**src/rtl/router_pkt_tx.sv**
```systemverilog
`default_nettype none
// ============================================================================
// Module      : router_pkt_tx
// Description : Packet source for the router 1x3 input port. Accepts a
//               command (destination address + payload length), buffers the
//               whole payload from a byte stream, then transmits header,
//               payload and XOR parity back-to-back, stalling only on busy.
// Ports       : clock, resetn          - clock, synchronous active-low reset
//               cmd_valid/addr/len     - command request
//               cmd_ready              - high while idle
//               pl_data/pl_valid       - payload byte stream
//               pl_ready               - high while loading payload
//               busy                   - router back-pressure
//               pkt_valid, data_out    - registered router input bus
//               tx_active              - packet in progress
//               done, err_cmd          - one-cycle event pulses
//               last_parity, pkt_count - status of completed packets
// Revision    : 1.0 - initial release
// ============================================================================
module router_pkt_tx #(
    parameter int MAX_LEN    = 63,
    parameter int GAP_CYCLES = 2
) (
    input  logic        clock,
    input  logic        resetn,
    input  logic        cmd_valid,
    input  logic [1:0]  cmd_addr,
    input  logic [5:0]  cmd_len,
    output logic        cmd_ready,
    input  logic [7:0]  pl_data,
    input  logic        pl_valid,
    output logic        pl_ready,
    input  logic        busy,
    output logic        pkt_valid,
    output logic [7:0]  data_out,
    output logic        tx_active,
    output logic        done,
    output logic        err_cmd,
    output logic [7:0]  last_parity,
    output logic [15:0] pkt_count
);

    localparam logic [2:0] IDLE    = 3'd0;
    localparam logic [2:0] LOAD    = 3'd1;
    localparam logic [2:0] HEADER  = 3'd2;
    localparam logic [2:0] PAYLOAD = 3'd3;
    localparam logic [2:0] PARITY  = 3'd4;
    localparam logic [2:0] GAP     = 3'd5;

    logic [2:0] state;
    logic [7:0] header;
    logic [5:0] len;
    logic [7:0] parity;
    logic [5:0] cnt;
    logic [5:0] idx;
    logic [3:0] gap;
    logic [7:0] mem [0:MAX_LEN-1];

    logic cmd_bad;

    assign cmd_ready = (state == IDLE);
    assign pl_ready  = (state == LOAD);
    assign tx_active = (state != IDLE);

    assign cmd_bad = (cmd_addr == 2'b11) || (cmd_len == 6'd0) ||
                     ({1'b0, cmd_len} > 7'(MAX_LEN));

    // Payload buffer has no reset so it can map onto plain storage.
    always_ff @(posedge clock) begin
        if (resetn && (state == LOAD) && pl_valid) begin
            mem[cnt] <= pl_data;
        end
    end

    always_ff @(posedge clock) begin
        if (!resetn) begin
            state       <= IDLE;
            pkt_valid   <= 1'b0;
            data_out    <= 8'd0;
            done        <= 1'b0;
            err_cmd     <= 1'b0;
            last_parity <= 8'd0;
            pkt_count   <= 16'd0;
            header      <= 8'd0;
            len         <= 6'd0;
            parity      <= 8'd0;
            cnt         <= 6'd0;
            idx         <= 6'd0;
            gap         <= 4'd0;
        end else begin
            done    <= 1'b0;
            err_cmd <= 1'b0;
            case (state)
                IDLE: begin
                    if (cmd_valid) begin
                        if (cmd_bad) begin
                            err_cmd <= 1'b1;
                        end else begin
                            header <= {cmd_len, cmd_addr};
                            len    <= cmd_len;
                            parity <= {cmd_len, cmd_addr};
                            cnt    <= 6'd0;
                            state  <= LOAD;
                        end
                    end
                end
                LOAD: begin
                    if (pl_valid) begin
                        parity <= parity ^ pl_data;
                        cnt    <= cnt + 6'd1;
                        // Last byte loaded: header goes straight onto the bus.
                        if (cnt == 6'(len - 6'd1)) begin
                            data_out  <= header;
                            pkt_valid <= 1'b1;
                            state     <= HEADER;
                        end
                    end
                end
                HEADER: begin
                    if (!busy) begin
                        data_out <= mem[0];
                        idx      <= 6'd1;
                        state    <= PAYLOAD;
                    end
                end
                PAYLOAD: begin
                    if (!busy) begin
                        if (idx == len) begin
                            data_out  <= parity;
                            pkt_valid <= 1'b0;
                            state     <= PARITY;
                        end else begin
                            data_out <= mem[idx];
                            idx      <= idx + 6'd1;
                        end
                    end
                end
                PARITY: begin
                    if (!busy) begin
                        data_out    <= 8'd0;
                        done        <= 1'b1;
                        last_parity <= parity;
                        pkt_count   <= pkt_count + 16'd1;
                        gap         <= 4'(GAP_CYCLES);
                        state       <= (GAP_CYCLES == 0) ? IDLE : GAP;
                    end
                end
                GAP: begin
                    // Leaves on the edge where the counter reaches zero.
                    gap <= gap - 4'd1;
                    if (gap <= 4'd1) begin
                        state <= IDLE;
                    end
                end
                default: begin
                    state <= IDLE;
                end
            endcase
        end
    end

endmodule
`default_nettype wire

```
**config.mk**
```make
export PLATFORM = sky130hd
export DESIGN_NAME = router_pkt_tx
export DESIGN_NICKNAME = d
export VERILOG_FILES = /design/src/rtl/router_pkt_tx.sv
export SDC_FILE = /design/constraint.sdc
export NUM_CORES = 1
export LEC_CHECK = 0
export BUFFER_PORTS_ARGS = -buffer_cell sky130_fd_sc_hd__buf_2
export CORE_MARGIN = 10
export CORE_UTILIZATION = 45
export CTS_CLUSTER_DIAMETER = 200
export DETAILED_ROUTE_END_ITERATION = 12
export HOLD_SLACK_MARGIN = 0.08
export SKIP_LAST_GASP = 1
export SYNTH_ARGS = -nofsm -noshare
export SYNTH_HDL_FRONTEND = slang
export SYNTH_SLANG_ARGS = --single-unit
```
**constraint.sdc**
```tcl
create_clock -name clock -period 3.1 [get_ports clock]
set_clock_uncertainty 0.2 [all_clocks]
set_input_delay 0.155 -clock clock [delete_from_list [all_inputs] [get_ports clock]]
set_output_delay 0.155 -clock clock [all_outputs]
set_load 0.005 [all_outputs]
```
### Yosys cells after proc, flatten, opt, wreduce, memory -nomap -nowiden

Memory sizes are Yosys's and may differ from the RTL's. A register that Yosys moved wholly into a read port is not among the register bits.
Index checks and enable logic that the tools add are counted.

* flip-flop bits (word level): 76
* RAM bits: 504
* input bits: 21
* output and inout bits: 38
* word-level logic and storage cells: 104
* memories kept: 1

Memories
* mem: depth 63, width 8, read ports 2, clocked after memory_dff 1, wr ports 1, line 57 `logic [7:0] mem [0:MAX_LEN-1];`

* add/subtract/negate cells: 5
* $lt $le $gt $ge: 1
* equal/unequal tests: 18
* multiplexer cells: 42
* bitwise logic cells: 3
* reduce and logical (&&, ||, !) cells: 21

Operator list (number)
* $mux W8: 9
* $mux W6: 8
* $pmux W8 S4: 1
* $mux W3: 9
* $pmux W6 S2: 2
* $ne A2 B2 Y1 const B: 9
* $pmux W3 S6: 1
* $add A16 B1 Y16 const B: 1
* $pmux W8 S2: 1
* $add A6 B1 Y6 const B: 2
* $eq A6 B6 Y1: 2
* $reduce_and A9 Y1: 1
* $mux W1: 8
* $pmux W4 S2: 1
* $reduce_and A4 Y1: 2
* $reduce_bool A2 Y1: 4
* $xor A8 B8 Y8: 1
* $eq A3 B2 Y1 const B: 2
* $eq A3 B3 Y1 const B: 2
* $logic_not A6 Y1: 1
* $reduce_and A2 Y1: 3
* $reduce_and A3 Y1: 2
* $reduce_and A6 Y1: 1
* $sub A6 B1 Y6 const B: 1
* 14 further kinds: 16

### Depth between registers and ports, before layout

* word-level depth: 6
* depth in mapped cells: 10
* gate-level depth less buffers: 8

### Worst setup path before layout

Ideal clock, no wire load.

* path type: register to register
* start point: reg state[2]
* end point: mem mem[50][0] (enable)
* library setup time: 370 ps
* data arrival time: 1905 ps
* required time: 2530 ps
* slack: 625 ps
* stages on the path, launching flop included: 9
* path buffers: 1
* clock period less this slack: 2475 ps
* cell sequence: dfxtp_1 -> buf_2 -> and2b_1 -> nand2_1 -> inv_1 -> nand2_1 -> nor3_2 -> nand3b_1 -> nor2_1

* cells in the longest elaborated chain, start to end: 5

RTL lines
* from (decl): line 50 `logic [2:0] state;`
* from (signal assigned): line 145 `state <= (GAP_CYCLES == 0) ? IDLE : GAP;`
* $eq A3 B1 Y1: line 70 `if (resetn && (state == LOAD) && pl_valid) begin`
* $logic_and A1 B1 Y1 (2 in series): line 70
* $mux W1: line 70
* $mux W1 (implied by the code): line 71 `mem[cnt] <= pl_data;`
* to (decl): line 57

No other way between the ends.

==> reports/metrics.cfg <==
[clock_tree]
htreeDepth=2
insertion_delay_ns=0.61
clockRootBuffer=clkbuf_16
cts_inserted_buffers=58
cts_sinks=580
cts_tree=built
cts_max_path_buffers=3
clk_pin_slew_ns=0.06

[detailed_routing]
routed_via_density=5.74
drt_iter0_drc=1372
first_pass_iters=5
drtAntennaViolNets=0
drt-total-wl_um=59200
num_vias=14100
wl_per_cell_um=24.2
route.detailed.drc=0

[die]
ios=59
die_area_um2=62100
row_count=83
start_util_pct=45.8
die_w_um=249
core_um2=51600
die_h_um=249

[run]
max-cap-violations=0

[final_layout]
diodes=0
fillers=4175
drive_above_1_share_pct=20.6
fin_nets=1752
syn2layout_area_growth_pct=16.9
final_cell_mix=edfxtp_1, nor2_1, buf_4
instances_no_fill=2451
final_common_cell=edfxtp_1

[power_and_ir_drop]
irDropWorstVdd_mv=0.424
p_per_area_nw_per_um2=631
leakagePower_nw=8.92
p_total_mw=17.4

[synth]
ys_types=63
synthTopCellsByArea=edfxtp_1, dfxtp_1, mux4_2
ys_ff_latch=580
postSynthCellCount=1519
synth_fp_nets=1546
postSynth.asyncResetShare_pct=0
seq_area_frac_synth_pct=70.5
netlist_area_um2=23600
yosys.area.top_type=edfxtp_1
synth_edf_count=504
yosysTopAreaCellShare_pct=64.1
synth_warnings=0
syn_avg_cell_area_um2=15.6
ys.flop_type=edfxtp_1

[sta]
setup_viol=0
final.period_utilization_pct=95.3
hold_viol=0
rsz0062_at_grt=false
tns_ns=0
worstMarginPinSlew_ns=0.828
max_freq_ghz=0.338
layout_min_cycle_time_ns=2.95
max-slew-margin-rel_pct=44.1
slew_viol_final=0

[setup_path]
required_ns=3.40
start_kind=register
cp-end-kind=register
arrival_ns=3.25
cp_max_fo=7
crit_type=reg2reg

[global_routing]
grt_first_pass_wirelength_um=89100
antenna_found_initial=0
gr-usage-all-layers_pct=18.6
grt_max_degree=59
grt_overflow=0
grt_pass1_vias=14000

[worst_hold_path]
hold_class=reg2reg

[placed_design]
dp.cells=2312
hpwl_um=39700
place.gp.congestion=0.874
port_buffers=58

[outcome]
status=finished, final reports clean

critical path, cell delays in order, from the launching register on:
cell and delay (ns):
dfxtp_2 0.42, inv_1 0.07, ha_1 0.26, o21ba_1 0.19
a221oi_1 0.30, a41oi_1 0.10, o21ai_1 0.24, o211ai_1 0.11
dlygate4sd3_1 0.61, a311o_1 0.35
cell usage after synthesis, types with 6 or more instances:
cell type	count
xor2_1	19
nor3_1	12
o21ai_0	41
or3_1	8
nor2b_1	9
mux4_2	67
nand2_1	93
buf_1	12
nand3b_1	14
clkbuf_1	27
and2_1	8
a211oi_1	11
o211ai_1	11
nor2_1	131
nand4_1	6
buf_4	10
a21oi_1	76
a31oi_1	12
dfxtp_1	76
nand2b_1	8
xnor2_1	14
edfxtp_1	504
inv_1	13
o21ai_1	10
a22oi_1	58
nand3_1	36
buf_6	11
mux2i_1	124
buf_2	23
ha_1	6
per-stage QoR:
| step | worst slack [ns] | area [um2] | util, % | hold slack (ns) |
|---|---|---|---|---|
| final | 0.145 | 27600 | 53.5 | 0.255 |
| after global routing | 0.0474 | 27600 | 53.5 | 0.278 |
| after global placement | 0.295 | 25500 | 49.3 | 0.230 |
| after detailed placement | 0.240 | 25500 | 49.3 | 0.238 |
| after floorplan | 0.625 | 23600 | - | 0.0539 |
| after CTS | 0.0488 | 27600 | 53.5 | 0.257 |
report_power, final:
part | internal (mW) | switching, mW | leakage (nW)
registers | 8.59 | 0.143 | 5.15
clock network | 3.91 | 2.89 | 0.880
logic | 0.716 | 1.16 | 2.89
cells by family (layout without fill, tap and decap cells):
group | count (synthesis) | in the layout | synth area share [%]
flip-flops | 580 | 580 | 70.5
buffers and inverters | 99 | 351 | 2.21
AO/OA/AOI/OAI | 264 | 264 | 7.27
adder cells (fa/ha/maj) | 6 | 6 | 0.318
XOR/XNOR | 33 | 33 | 1.22
AND/OR/NAND/NOR | 346 | 346 | 6.85
multiplexers | 191 | 191 | 11.6
layer usage:
| metal | routed length [um] | part of all wire [%] | up-vias | global-route usage (%) |
|---|---|---|---|---|
| li1 | - | - | 6321 | - |
| met1 | 25700 | 43 | 7216 | 25.8 |
| met2 | 28700 | 48 | 450 | 30.0 |
| met3 | 3500 | 5.9 | 82 | 3.08 |
| met4 | 1300 | 2.2 | 0 | 4.95 |
| met5 | 0 | 0 | - | 0 |
final cells by class:
| class | instances | area [um2] | share of cell area (%) |
|---|---|---|---|
| Tap cell | 680 | 851 | 3.08 |
| Clock inverter | 25 | 228 | 0.825 |
| Inverter | 15 | 56.3 | 0.204 |
| Timing Repair Buffer | 230 | 1760 | 6.39 |
| Multi-Input combinational cell | 840 | 6450 | 23.4 |
| Clock buffer | 81 | 1600 | 5.79 |
| Sequential cell | 580 | 16700 | 60.4 |
registers in the layout (all words and copies together) (netlist names), 3 cells and up, named ones only:
register and flops:
parity 8, idx 6, cnt 6, gap 4, last_parity 8, pkt_count 16, data_out 8, mem 504
state 3, header 7
path summary, 6_finish.rpt:
path,slack (ns),startpoint,end,cells after the start
max,0.15,header[2],state[2],9
min,0.26,last_parity[1],last_parity[1],2
max reg2reg,0.15,header[2],state[2],9
min reg2reg,0.26,last_parity[1],last_parity[1],2
what timing repair did:
action | in CTS | in global routing
setup buffers | 0 | 0
endpoints found under the hold margin | 296 | 0
gates resized for setup | 0 | 2
setup endpoints to repair | 0 | 1
hold buffers | 33 | 0
(Power assumes the default switching activity.)
